==> src/rtl/seg7_pkg.sv <==
// Shared 7-segment definitions: capture FSM states, glyph table and frame entry layout.
package seg7_pkg;

  typedef enum logic [1:0] {StCollect, StCheck, StOutput} state_e;

  localparam logic [7:0] SEG_BLANK = 8'h00;

  // Active-high {a,b,c,d,e,f,g,dp} glyphs with dp=0; entry n is the glyph for hex digit n.
  localparam logic [15:0][7:0] GLYPH = {
    8'h8E, 8'h9E, 8'h7A, 8'h9C, 8'h3E, 8'hEE, 8'hF6, 8'hFE,
    8'hE0, 8'hBE, 8'hB6, 8'h66, 8'hF2, 8'hDA, 8'h60, 8'hFC
  };

  typedef struct packed {
    logic       bad;
    logic       dp;
    logic [3:0] nib;
  } entry_t;

  function automatic logic [7:0] glyph_of(input logic [3:0] nib);
    return GLYPH[nib];
  endfunction

endpackage

==> src/rtl/seg7_decode.sv <==
// Combinational 7-segment pattern to {bad, dp, nibble} decoder.
module seg7_decode
  import seg7_pkg::*;
#(
  parameter bit SEG_INV = 1'b0
) (
  input  logic [7:0] seg_i,
  output entry_t     entry_o
);

  logic [7:0] seg_act;

  assign seg_act = SEG_INV ? ~seg_i : seg_i;

  // The dp bit never takes part in glyph matching.
  always_comb begin
    entry_o = '{bad: 1'b1, dp: seg_act[0], nib: 4'h0};
    for (int i = 0; i < 16; i++) begin
      if (seg_act[7:1] == GLYPH[i][7:1]) begin
        entry_o.bad = 1'b0;
        entry_o.nib = 4'(i);
      end
    end
  end

endmodule

==> src/rtl/seg7_capture.sv <==
// Snoops a multiplexed 7-seg bus, rebuilds one frame of digits, optionally confirms it
// against a second identical frame and offers it on a valid/ready interface.
module seg7_capture
  import seg7_pkg::*;
#(
  parameter int unsigned NDIG    = 8,
  parameter bit          CONFIRM = 1'b1,
  parameter bit          SEG_INV = 1'b0
) (
  input  logic              clk,
  input  logic              rst_n,
  input  logic [7:0]        seg_i,
  input  logic [NDIG-1:0]   dig_sel_i,
  input  logic              seg_stb_i,
  output logic [4*NDIG-1:0] val_o,
  output logic [NDIG-1:0]   dp_o,
  output logic [NDIG-1:0]   bad_o,
  output logic              valid_o,
  input  logic              ready_i,
  output logic              sel_err_o
);

  entry_t               entry;
  state_e               state_q, state_d;
  entry_t [NDIG-1:0]    buf_q, buf_d;
  logic   [NDIG-1:0]    seen_q, seen_d, seen_nxt;
  logic                 mis_q, mis_d, mis_nxt;
  logic                 valid_q, valid_d;
  logic                 sel_err_q, sel_err_d;
  logic                 sel_ok, wr, hs, diff;

  seg7_decode #(
    .SEG_INV(SEG_INV)
  ) u_decode (
    .seg_i  (seg_i),
    .entry_o(entry)
  );

  always_comb begin
    state_d   = state_q;
    buf_d     = buf_q;
    seen_d    = seen_q;
    mis_d     = mis_q;
    sel_ok    = $onehot(dig_sel_i);
    hs        = valid_q && ready_i;
    // Strobes are dropped while a frame is on offer.
    wr        = seg_stb_i && sel_ok && (state_q != StOutput);
    sel_err_d = seg_stb_i && !sel_ok;
    valid_d   = (state_q == StOutput) && !hs;
    seen_nxt  = seen_q | dig_sel_i;
    diff      = 1'b0;
    for (int k = 0; k < int'(NDIG); k++) begin
      if (dig_sel_i[k] && (buf_q[k] != entry)) diff = 1'b1;
    end
    mis_nxt = mis_q | ((state_q == StCheck) && diff);

    unique case (state_q)
      StCollect, StCheck: begin
        if (wr) begin
          for (int k = 0; k < int'(NDIG); k++) begin
            if (dig_sel_i[k]) buf_d[k] = entry;
          end
          mis_d = mis_nxt;
          if (seen_nxt == '1) begin
            seen_d = '0;
            if (state_q == StCollect) begin
              state_d = CONFIRM ? StCheck : StOutput;
            end else if (mis_nxt) begin
              mis_d = 1'b0;
            end else begin
              state_d = StOutput;
            end
          end else begin
            seen_d = seen_nxt;
          end
        end
      end
      StOutput: begin
        if (hs) begin
          seen_d  = '0;
          state_d = StCollect;
        end
      end
      default: state_d = StCollect;
    endcase
  end

  always_ff @(posedge clk or negedge rst_n) begin
    if (!rst_n) begin
      state_q   <= StCollect;
      buf_q     <= '0;
      seen_q    <= '0;
      mis_q     <= 1'b0;
      valid_q   <= 1'b0;
      sel_err_q <= 1'b0;
    end else begin
      state_q   <= state_d;
      buf_q     <= buf_d;
      seen_q    <= seen_d;
      mis_q     <= mis_d;
      valid_q   <= valid_d;
      sel_err_q <= sel_err_d;
    end
  end

  always_comb begin
    val_o = '0;
    dp_o  = '0;
    bad_o = '0;
    for (int k = 0; k < int'(NDIG); k++) begin
      val_o[4*k +: 4] = buf_q[k].nib;
      dp_o[k]         = buf_q[k].dp;
      bad_o[k]        = buf_q[k].bad;
    end
  end

  assign valid_o   = valid_q;
  assign sel_err_o = sel_err_q;

endmodule

==> config.mk <==
export PLATFORM = sky130hd
export DESIGN_NAME = seg7_capture
export DESIGN_NICKNAME = d
export VERILOG_FILES = /design/src/rtl/seg7_pkg.sv /design/src/rtl/seg7_decode.sv /design/src/rtl/seg7_capture.sv
export SDC_FILE = /design/constraint.sdc
export NUM_CORES = 1
export LEC_CHECK = 0
export CAP_MARGIN = 20
export CORE_MARGIN = 3
export CORE_UTILIZATION = 40
export CTS_CLUSTER_SIZE = 12
export DETAILED_ROUTE_END_ITERATION = 8
export SYNTH_ARGS = -nofsm -noshare
export SYNTH_HDL_FRONTEND = slang
export SYNTH_SLANG_ARGS = --single-unit
==> constraint.sdc <==
create_clock -name clk -period 2.05 [get_ports clk]
set_input_delay 0.205 -clock clk [delete_from_list [all_inputs] [get_ports clk]]
set_output_delay 0.205 -clock clk [all_outputs]
set_load 0.03 [all_outputs]
==> results.md <==
- Result of the run: finished with violations
- Violated checks: setup timing
- Post-synthesis simple-gate area fraction: approximately 14%
- Area leader, netlist: sky130_fd_sc_hd__dfrtp_1
- Post-Place Cells: around 560
- Number of distinct library cell variants in the gate-level netlist after synthesis: 63
- Share of synthesized area occupied by flip-flops and latches: 43.3%
- Sum of overflow across all layers after global routing: 0
- Portion of total power attributed to sequential cells: 34.7%
- Post-Syn Area per Cell: 10.5 um^2
- IO Pins: 70
- Clock Tree Buf Depth: 2
- Total CTS buffers: 9
- Final Hold Viols: 0
- Largest delay share family, worst path: adder cells
- Proportion of layout cells with a drive suffix above 1: 35.5%
- Share of power burned in combinational logic: between 40% and 50%
- Cell types with the largest area share after synthesis: sky130_fd_sc_hd__dfrtp_1, sky130_fd_sc_hd__mux2_2, sky130_fd_sc_hd__xor2_1
- Combinational family with the most area after synthesis: compound AO/OA/AOI/OAI gates
- Via density per instance: 5.44
- Worst path cell trace: buf_8, fa_1, inv_1, fa_1, fa_1, inv_2, ha_4, inv_2, fa_2, nand2_2, a21oi_2, nand2_2, nor2_4, buf_12, nand2_8, mux2_4
- Number of maximum-capacitance violations: 0
- Minimum period implied by the final worst setup slack: 3.37 ns
- Placer congestion estimate: slightly above 0.8
- Initial Utilization: 42.1%
- Global-route usage over all layers: 23.0%
- DRC marker count from the first detailed-route iteration: 206
- Gate Count Post-Synth: 337
- H-tree depth: 3
- Post-layout util: 64.4%
- Fraction of the mapped netlist area in adder cells: 3.33%
- Largest net degree at the start of global routing: 24
- Slowest CP cell: sky130_fd_sc_hd__fa_1
- Die height: 99.9 um
- Total standard cell area after synthesis: between 0.003 and 0.004 mm^2
- Transition time at the pin with the least slew margin: 0.523 ns
- Most instantiated flip-flop cell in the synthesis netlist: sky130_fd_sc_hd__dfrtp_1
- Area grow syn2layout: 53.1%
- WS Path Type: in2reg
- Floorplan core area: 0.00838 mm^2
- Number of inserted diodes: 0
- Fraction of post-synthesis cell area in the top cell type by area: 43.3%
- Port-buffer cells: 69
- Drt total wl: 11.0 mm
- Critical path peak fanout: 7
- Root cell of the clock tree: sky130_fd_sc_hd__clkbuf_8
- Global-route wire length before repair: 17.8 mm
- Highest routing layer actually used: met4
- Worst setup EP type: register
- Power density of the placed cells: 1090 mW/mm^2
- Kind of launch point of the worst setup path: primary input
- Required time reported for the critical path endpoint: 2.28 ns
- Final setup violation count: 60
- Setup repair after global routing missed its margin: true
- Cell-internal power: between 3 and 4 mW
- Routed length per placed instance: ~19 um
- Data arrival time of the critical path: 3.60 ns
- Residual DRC count: 0
- Remaining number of nets flagged by the antenna check after routing: 0
- Overall via count from detail_route: 3206
- Async S/R FF share, synth: between 90% and 100%
- Biggest cell delay along the critical path: 0.52 ns
- Reported leakage power: 2.45 nW
- Mux cell area share after synthesis: about 7.7%
- Final period utilization: 165%
- Xor/xnor cell area share of the yosys netlist: 10.4%
- Total net switching power: between 2 and 2.5 mW
- Clock slew at the register clock pins of the worst setup and hold paths: 0.08 ns
- Yosys warnings: 0
- Met1 Wirelength: about 4.7 mm
- Sw Share: approximately 41%
- TritonCTS clock tree: done
- Most Frequent Cell on Critical Path: sky130_fd_sc_hd__fa_1
- Cell row count: 33
- Sum of buffers and inverters on the critical path: 5
- Non-Filler Instances: ~590
- Setup TNS: -73.08 ns
- Max rail drop VDD: 766 uV
- Total number of clock tree sinks: 61
- Fill cell total of the finished layout: 689
- Timing-limited maximum frequency: slightly below 300 MHz
- Class of the tightest hold or removal check: in2async
- Via count of the first global-routing pass: 3378
- Worst-case clock skew: 0.0134 ns
- Clk Latency, worst-skew pair: 0.35 ns
- Total length of routed met3 wires: 625 um
- Worst slew margin relative to its limit: 65.2%
- Post-layout worst setup margin: -1.32 ns
- Clock group share of total power: 16.9%
- Antenna violations before repair: 0
- Pre-Repair DR Iteration Count: 4
- Number of nets in the finished design: 506
- Final slew viol count: 0
- Detailed placer's ending HPWL: 7.82 mm
- Cell types with the highest counts after synthesis: sky130_fd_sc_hd__dfrtp_1, sky130_fd_sc_hd__nand2_1, sky130_fd_sc_hd__xor2_1, sky130_fd_sc_hd__o21ai_0, sky130_fd_sc_hd__mux2_2
- Overall die width: 99.9 um
- Most frequently used cell type in the post-synthesis netlist: sky130_fd_sc_hd__dfrtp_1
- Tot Pwr: 5.90 mW
- Mapped Nets: 364
- Die area: 0.00998 mm^2
- Number of synthesized register bits: 61
- Detailed-routed wire length on met2: 5.35 mm
- Number of synthesized flops with an enable pin: 0
- Post-synthesis compound-gate area fraction: 16.8%
path summary, 6_finish.rpt:
check / from / end / slack [ns] / cells past startpoint
hold / removal: rst_n / val_o[3] / 0.35 / 2
setup reg to reg: val_o[7] / state_q[1] / 0.23 / 7
max in group asynchronous: rst_n / val_o[28] / 1.00 / 3
setup / recovery: dig_sel_i[0] / val_o[1] / -1.32 / 16
min in group clk: dig_sel_i[1] / val_o[7] / 0.35 / 4
hold reg to reg: valid_o / valid_o / 0.50 / 1
worst register-to-register path: cells and delay by family, from the launching register on:
kind,cells,cell delay [ns]
DFF,1,0.38
buffers and inverters,1,0.10
and+or+nand+nor,3,0.47
AOI/OAI and AO/OA,3,0.83
per-stage QoR:
stage               instance area, um^2  setup WS [ns]  hold slack (ns)
floorplan                          3540          -1.43          -0.0906
detailed placement                 4810          -2.14            0.218
finish                             5400          -1.32            0.348
CTS                                5340          -1.48            0.341
global route                       5400          -1.43            0.357
global placement                   4810          -2.06            0.207
cell families (layout without fill, tap and decap cells):
family          count (synthesis)  after routing
simple gates                   88             91
fa+ha+maj                       7              7
buf+inv                        33            177
mux                            24             24
compound gates                 82             82
xor+xnor                       42             42
flops                          61             61
registers in the layout, summed over array words and instances, names as in the netlist:
| name | count |
|---|---|
| bad_o | 8 |
| seen_q | 8 |
| sel_err_o | 1 |
| state_q | 2 |
| val_o | 32 |
| valid_o | 1 |
| mis_q | 1 |
| dp_o | 8 |
layout make-up:
type	count	area, um^2	area share, %
multi-input cells	246	2130	39.5
clock buffers	11	151	2.80
well taps	105	131	2.43
flip-flops and latches	61	1530	28.3
inverters	14	52.6	0.973
clock inverters	5	35.0	0.649
repair buffers	147	1370	25.3
timing repair:
| item | CTS | global route |
|---|---|---|
| gates cloned | 4 | 0 |
| resized for setup | 85 | 14 |
| setup endpoints to repair | 60 | 60 |
| buffers inserted | 10 | 3 |
| hold endpoints to repair | 21 | 0 |
| hold buffers | 1 | 0 |
| pin swaps | 20 | 5 |
power by group through the flow:
| stage | registers, mW | logic (mW) | clock network (mW) |
|---|---|---|---|
| after detailed placement | 2.02 | 2.56 | 0 |
| after global routing | 2.10 | 3.06 | 1.06 |
| after floorplan | 2.51 | 0.927 | 0 |
| after global placement | 2.02 | 2.52 | 0 |
| final | 2.05 | 2.85 | 0.997 |
| after CTS | 2.02 | 2.80 | 1.00 |
metal layers:
| metal | global-route usage [%] | up-vias |
|---|---|---|
| met2 | 37.4 | 95 |
| met3 | 4.73 | 25 |
| met5 | 0 | - |
| met4 | 8.61 | 0 |
| met1 | 30.4 | 1586 |
| li1 | - | 1500 |
layout by cell type (no fill, tap or decap), types with 4 or more instances in the layout:
cell type,instances
sky130_fd_sc_hd__nand2_4,7
sky130_fd_sc_hd__nand2_2,5
sky130_fd_sc_hd__dfrtp_1,61
sky130_fd_sc_hd__o21ai_2,7
sky130_fd_sc_hd__nand3_1,6
sky130_fd_sc_hd__o21ai_1,13
sky130_fd_sc_hd__nor2_1,8
sky130_fd_sc_hd__nand2_8,7
sky130_fd_sc_hd__clkinvlp_4,4
sky130_fd_sc_hd__nand3b_1,6
sky130_fd_sc_hd__inv_1,11
sky130_fd_sc_hd__clkdlybuf4s50_1,65
sky130_fd_sc_hd__xor2_1,29
sky130_fd_sc_hd__mux2_2,22
sky130_fd_sc_hd__a21oi_2,5
sky130_fd_sc_hd__o31ai_1,5
sky130_fd_sc_hd__o22ai_1,5
sky130_fd_sc_hd__buf_4,65
sky130_fd_sc_hd__o21ai_0,6
sky130_fd_sc_hd__buf_12,4
sky130_fd_sc_hd__nand2_1,21
sky130_fd_sc_hd__a21oi_1,6
sky130_fd_sc_hd__clkbuf_8,11
sky130_fd_sc_hd__buf_6,6
sky130_fd_sc_hd__a22o_1,6
sky130_fd_sc_hd__xnor2_1,13
No activity file was read; power rests on OpenSTA's default activity.
